==> config.mk <==
export PLATFORM = sky130hd
export DESIGN_NAME = oam_dma_master
export DESIGN_NICKNAME = d
export VERILOG_FILES = /design/src/rtl/oam_dma_master.sv
export SDC_FILE = /design/constraint.sdc
export NUM_CORES = 1
export LEC_CHECK = 0
export CORE_MARGIN = 8
export CORE_UTILIZATION = 38
export CTS_BUF_LIST = sky130_fd_sc_hd__clkbuf_8
export CTS_CLUSTER_DIAMETER = 120
export DETAILED_ROUTE_END_ITERATION = 8
export GPL_TIMING_DRIVEN = 0
export PLACE_DENSITY_LB_ADDON = 0.2
export SETUP_SLACK_MARGIN = 0.3
export SLEW_MARGIN = 40
export SYNTH_ARGS = -nofsm -noshare
export SYNTH_HDL_FRONTEND = slang
export SYNTH_SLANG_ARGS = --single-unit
==> constraint.sdc <==
create_clock -name clk -period 1.76 [get_ports clk]
set_input_delay 0.264 -clock clk [delete_from_list [all_inputs] [get_ports clk]]
set_output_delay 0.264 -clock clk [all_outputs]
set_load 0.01 [all_outputs]
==> src/rtl/oam_dma_master.sv <==
// oam_dma_master: sprite OAM DMA bus initiator.
// It watches the CPU bus for a write to TRIGGER_ADDR and latches the written
// byte as the source page. It then requests the system bus and copies
// XFER_LEN bytes. Each byte is a read from {page, idx} followed by a write
// to OAM_DATA_ADDR. Each byte takes three cycles (RD, WAIT, WR). The WAIT
// cycle covers the decoder's one-cycle registered read.
// If bus_grant drops, the current state is frozen and then re-executed
// in full when the grant returns.
// Optional build macro DMA_ALIGN_EN inserts a one- or two-cycle ALIGN phase
// after the grant. The length depends on a free-running parity flop.
module oam_dma_master #(
  parameter logic [15:0] TRIGGER_ADDR  = 16'h4014,
  parameter logic [15:0] OAM_DATA_ADDR = 16'h2004,
  parameter int          XFER_LEN      = 256
) (
  input  logic        clk,
  input  logic        rst,
  input  logic [15:0] snoop_addr,
  input  logic [7:0]  snoop_data,
  input  logic        snoop_write_en,
  output logic        bus_req,
  input  logic        bus_grant,
  output logic [15:0] dma_addr,
  output logic [7:0]  dma_data_out,
  input  logic [7:0]  dma_data_in,
  output logic        dma_write_en,
  output logic        dma_read_en,
  output logic        busy,
  output logic        done
);

  localparam logic [7:0] LAST_IDX = 8'(XFER_LEN - 1);

  typedef enum logic [2:0] {
    S_IDLE,
    S_REQ,
`ifdef DMA_ALIGN_EN
    S_ALIGN,
`endif
    S_RD,
    S_WAIT,
    S_WR,
    S_DONE
  } state_t;

  state_t     state, state_next;
  logic [7:0] page;
  logic [7:0] idx;
  logic [7:0] data_latch;

  logic trigger;
  logic capture;
  logic advance;

`ifdef DMA_ALIGN_EN
  logic parity;
  logic align_second;

  // Free-running parity; also remembers whether the extra ALIGN cycle is in progress.
  always_ff @(posedge clk or negedge rst) begin
    if (!rst) begin
      parity       <= 1'b0;
      align_second <= 1'b0;
    end else begin
      parity <= ~parity;
      if (state == S_ALIGN && bus_grant)
        align_second <= parity && !align_second;
    end
  end
`endif

  // State register.
  // NOTE: every flop is written with <= so all registers see pre-edge values.
  always_ff @(posedge clk or negedge rst) begin
    if (!rst) state <= S_IDLE;
    else      state <= state_next;
  end

  // Source page, byte index and read-data latch.
  always_ff @(posedge clk or negedge rst) begin
    if (!rst) begin
      page       <= 8'h00;
      idx        <= 8'h00;
      data_latch <= 8'h00;
    end else begin
      if (trigger) begin
        page <= snoop_data;
        idx  <= 8'h00;
      end
      if (capture) data_latch <= dma_data_in;
      if (advance) idx <= idx + 8'd1;
    end
  end

  // Next state, bus outputs and datapath enables. The strobes are gated by the grant.
  always_comb begin
    // NOTE: defaults first so no path through the case leaves an output unassigned (no latches).
    state_next   = state;
    bus_req      = 1'b0;
    busy         = 1'b0;
    done         = 1'b0;
    dma_addr     = 16'h0000;
    dma_data_out = 8'h00;
    dma_read_en  = 1'b0;
    dma_write_en = 1'b0;
    trigger      = 1'b0;
    capture      = 1'b0;
    advance      = 1'b0;

    case (state)
      S_IDLE: begin
        if (snoop_write_en && snoop_addr == TRIGGER_ADDR) begin
          trigger    = 1'b1;
          state_next = S_REQ;
        end
      end

      S_REQ: begin
        bus_req = 1'b1;
        busy    = 1'b1;
        if (bus_grant) begin
`ifdef DMA_ALIGN_EN
          state_next = S_ALIGN;
`else
          state_next = S_RD;
`endif
        end
      end

`ifdef DMA_ALIGN_EN
      S_ALIGN: begin
        bus_req = 1'b1;
        busy    = 1'b1;
        // Odd parity on the first ALIGN cycle adds a second one.
        if (bus_grant && !(parity && !align_second))
          state_next = S_RD;
      end
`endif

      S_RD: begin
        bus_req     = 1'b1;
        busy        = 1'b1;
        dma_addr    = {page, idx};
        dma_read_en = bus_grant;
        if (bus_grant) state_next = S_WAIT;
      end

      S_WAIT: begin
        bus_req  = 1'b1;
        busy     = 1'b1;
        dma_addr = {page, idx};
        // Capture only on a granted WAIT. A stalled WAIT repeats and captures later.
        capture  = bus_grant;
        if (bus_grant) state_next = S_WR;
      end

      S_WR: begin
        bus_req      = 1'b1;
        busy         = 1'b1;
        dma_addr     = OAM_DATA_ADDR;
        dma_data_out = data_latch;
        dma_write_en = bus_grant;
        if (bus_grant) begin
          if (idx == LAST_IDX) begin
            state_next = S_DONE;
          end else begin
            advance    = 1'b1;
            state_next = S_RD;
          end
        end
      end

      S_DONE: begin
        busy       = 1'b1;
        done       = 1'b1;
        state_next = S_IDLE;
      end

      default: state_next = S_IDLE;
    endcase
  end

endmodule

==> summary.txt <==
Clock network
  • CTS tree: yes
  • Clk slew on worst S/H paths: 90 ps
  • Deepest clock path buffer count: 2
  • Clock Tree Root: clkbuf_8
  • CTS sink cnt: 27
  • Clock buffer count from CTS: 3
  • H-Tree Depth: 1
  • Clock Latency Late Sink: 270 ps

Run status
  • Failing checks: negative hold slack
  • Status: complete, but fails checks

STA
  • Rel. slew slack: 0.5846
  • Slew Limit Fails: 0
  • Final critical-path required period: 1722 ps
  • Setup_tns: 0 ps
  • Setup violators final: 0
  • Final hold vios: 6
  • Hold slack: -5.575 ps
  • Worst-Margin Slew: 623.1 ps
  • Peak Freq: 580.7 MHz
  • Fin crit share: 0.9785
  • Final Skew: 3.618 ps
  • Worst setup margin: 37.83 ps
  • RSZ-0062 raised after global routing: true

Logic synthesis
  • Cell variety after synth: 35
  • Cell Area, Synth: 0.001503 mm²
  • Synthesized instance count: 146
  • Yosys top cell by area: dfrtp_1
  • Synthesized Nets: 183
  • Seq/Total Area, Yosys: 0.4496
  • Synth top area cells: dfrtp_1, mux2_2, and2_1, o21ai_0, and3_1
  • Yosys reg bits: 27
  • YS warnings: 0
  • Syn_area_per_cell: 10.29 µm²
  • Share of the synthesized area in the top cell type: 0.4496

Layout
  • Post-Layout Cell Count: 291
  • Nets: 279
  • Share of layout cells above drive strength 1: 0.5270
  • Area Growth Syn to Fin: 83.51%
  • Commonest non-fill, non-tap cell in the layout: clkdlybuf4s50_1
  • Antenna Diode Count: 0
  • Register area: 679.4 µm²
  • Area of the multi-input gates: 984.7 µm²
  • Most frequent cells in the layout: clkdlybuf4s50_1, buf_6, dfrtp_1
  • Fillers: 292
  • Util after Layout: 0.7046

Setup path
  • Worst path buffer plus inverter count: 4
  • Crit path launch type: flop
  • Critical Path AT: 1460 ps
  • CP max-delay cell: dfrtp_1
  • CP Capture Type: output pin
  • Crit Path Class: reg2out
  • Crit-path max cell delay: 400 ps
  • Critical-path maximum fanout: 7
  • Crit path required time: 1500 ps
  • Crit path cell chain: buf_6 > nor2b_4 > buf_6 > buf_12 > nand2_4 > nor2_4 > buf_6
  • Family with the most delay on the worst path: buffers and inverters
  • Most common cell on crit path: buf_6

Global routing
  • First-pass GRT wire length: 8107 µm
  • Grt total ovfl: 0
  • Vias in the first global route: 1,629
  • Initial antenna violation count: 0
  • Tot GR Track Use: 0.1628
  • Pin count of the biggest net entering global routing: 28

Route
  • Routed wire length: 5388 µm
  • First-pass DRT Iterations: 4
  • DRC viols: 0
  • Vias per cell: 5.241
  • Initial DRC Count: 85
  • Final ANT Viol Nets: 0
  • WL/cell: 18.52 µm
  • Via Count: 1,525

Floorplanning
  • Die Area: 0.006223 mm²
  • Initial Utilization: 0.3840
  • I/O pin cnt: 65
  • Core area: 0.003914 mm²
  • DIE WIDTH: 78.89 µm
  • Die height: 78.89 µm
  • # rows: 23

Place
  • RePlAce Congestion: 0.8096
  • Post-DP HPWL: 3316 µm
  • Pre-CTS setup slack: -451.1 ps
  • Placed cell count: 260
  • Port Buffers: 64

Power
  • Cell area power density: 903.7 mW/mm²
  • Worst vdd ir: 0.0006021 V
  • P_leak: 1.340 nW
  • Final Power: 0.002492 W

Job
  • Max Cap Viol: 0

Hold path
  • Worst hold path type: in2async
==> state kept, by name (all words and copies together) (netlist names) <==
register	count
state	3
data_latch	8
page	8
idx	8
==> metrics by stage <==
| stage | hold WS [ps] | area (µm²) |
|---|---|---|
| global placement | 481.2 | 2206 |
| CTS | 2.302 | 2512 |
| floorplan | -31.59 | 1503 |
| detailed placement | 310.4 | 2201 |
| global route | 28.14 | 2758 |
| finish | -5.575 | 2758 |
==> kinds of logic after synthesis <==
kind of cell,synth area share
adder cells (fa/ha/maj),0.008325
buffers and inverters,0.03747
AO/OA/AOI/OAI,0.08658
flip-flops,0.4496
XOR/XNOR,0.02332
AND/OR/NAND/NOR,0.2673
multiplexers,0.1274
==> report_power, final <==
group	switching (W)	internal (W)	total, W
combinational	0.000581	0.000761	0.00134
clock	0.000193	0.000156	0.000350
sequential	0.0000708	0.000729	0.000800
total	0.000845	0.00165	0.00249
==> cell usage after synthesis <==
cell	count
inv_1	2
nor2_4	1
nor4_1	1
ha_1	1
xor2_1	3
nor3b_1	1
nor4b_4	1
nor2b_1	3
nor4bb_1	1
a21o_1	2
xnor2_1	1
o21a_1	3
nand3_2	2
nand2_1	13
or2_2	1
buf_6	1
o21ai_0	12
nor2_1	4
mux2_2	13
o22ai_1	2
a21oi_1	1
nor3_1	4
buf_8	1
buf_2	3
and3_1	8
or3_1	1
nor4b_1	1
o211ai_1	2
nand4_1	2
clkbuf_1	2
and2_1	15
nand3_1	7
or4_1	1
dfrtp_1	27
mux2_4	3
==> metal layers <==
metal / share of wire / global-route usage
met3: 0.060 / 0.03160
met2: 0.53 / 0.2966
met5: 0 / 0
met1: 0.40 / 0.1866
met4: 0.0071 / 0.05000
==> what timing repair did <==
item,in CTS,in global routing
setup endpoints to repair,56,56
gates cloned,3,1
hold buffers,0,0
hold endpoints to repair,0,0
setup buffers,19,4
pin swaps,17,11
gates resized for setup,178,47
==> worst paths after layout <==
| check | start | endpoint | slack, ps | depth (start not counted) |
|---|---|---|---|---|
| worst max-delay path | state[2] | dma_read_en | 40 | 7 |
| worst min-delay path | rst | page[6] | -6 | 1 |
| worst max register to register | state[2] | data_latch[7] | 50 | 7 |
| worst min register to register | data_latch[1] | data_latch[1] | 510 | 1 |
| max in group asynchronous | rst | state[0] | 1320 | 1 |
| min in group clk | data_latch[1] | data_latch[1] | 510 | 1 |
==> cell type report <==
class	instances	share of cell area
inverter	2	0.002722
multi-input combinational	110	0.3571
clock inverter	1	0.001361
sequential	27	0.2464
timing repair buffer	91	0.3226
clock buffer	3	0.01497
buffer	7	0.03221
tap	50	0.02269
Note: power is estimated with default switching activity, not from simulation.
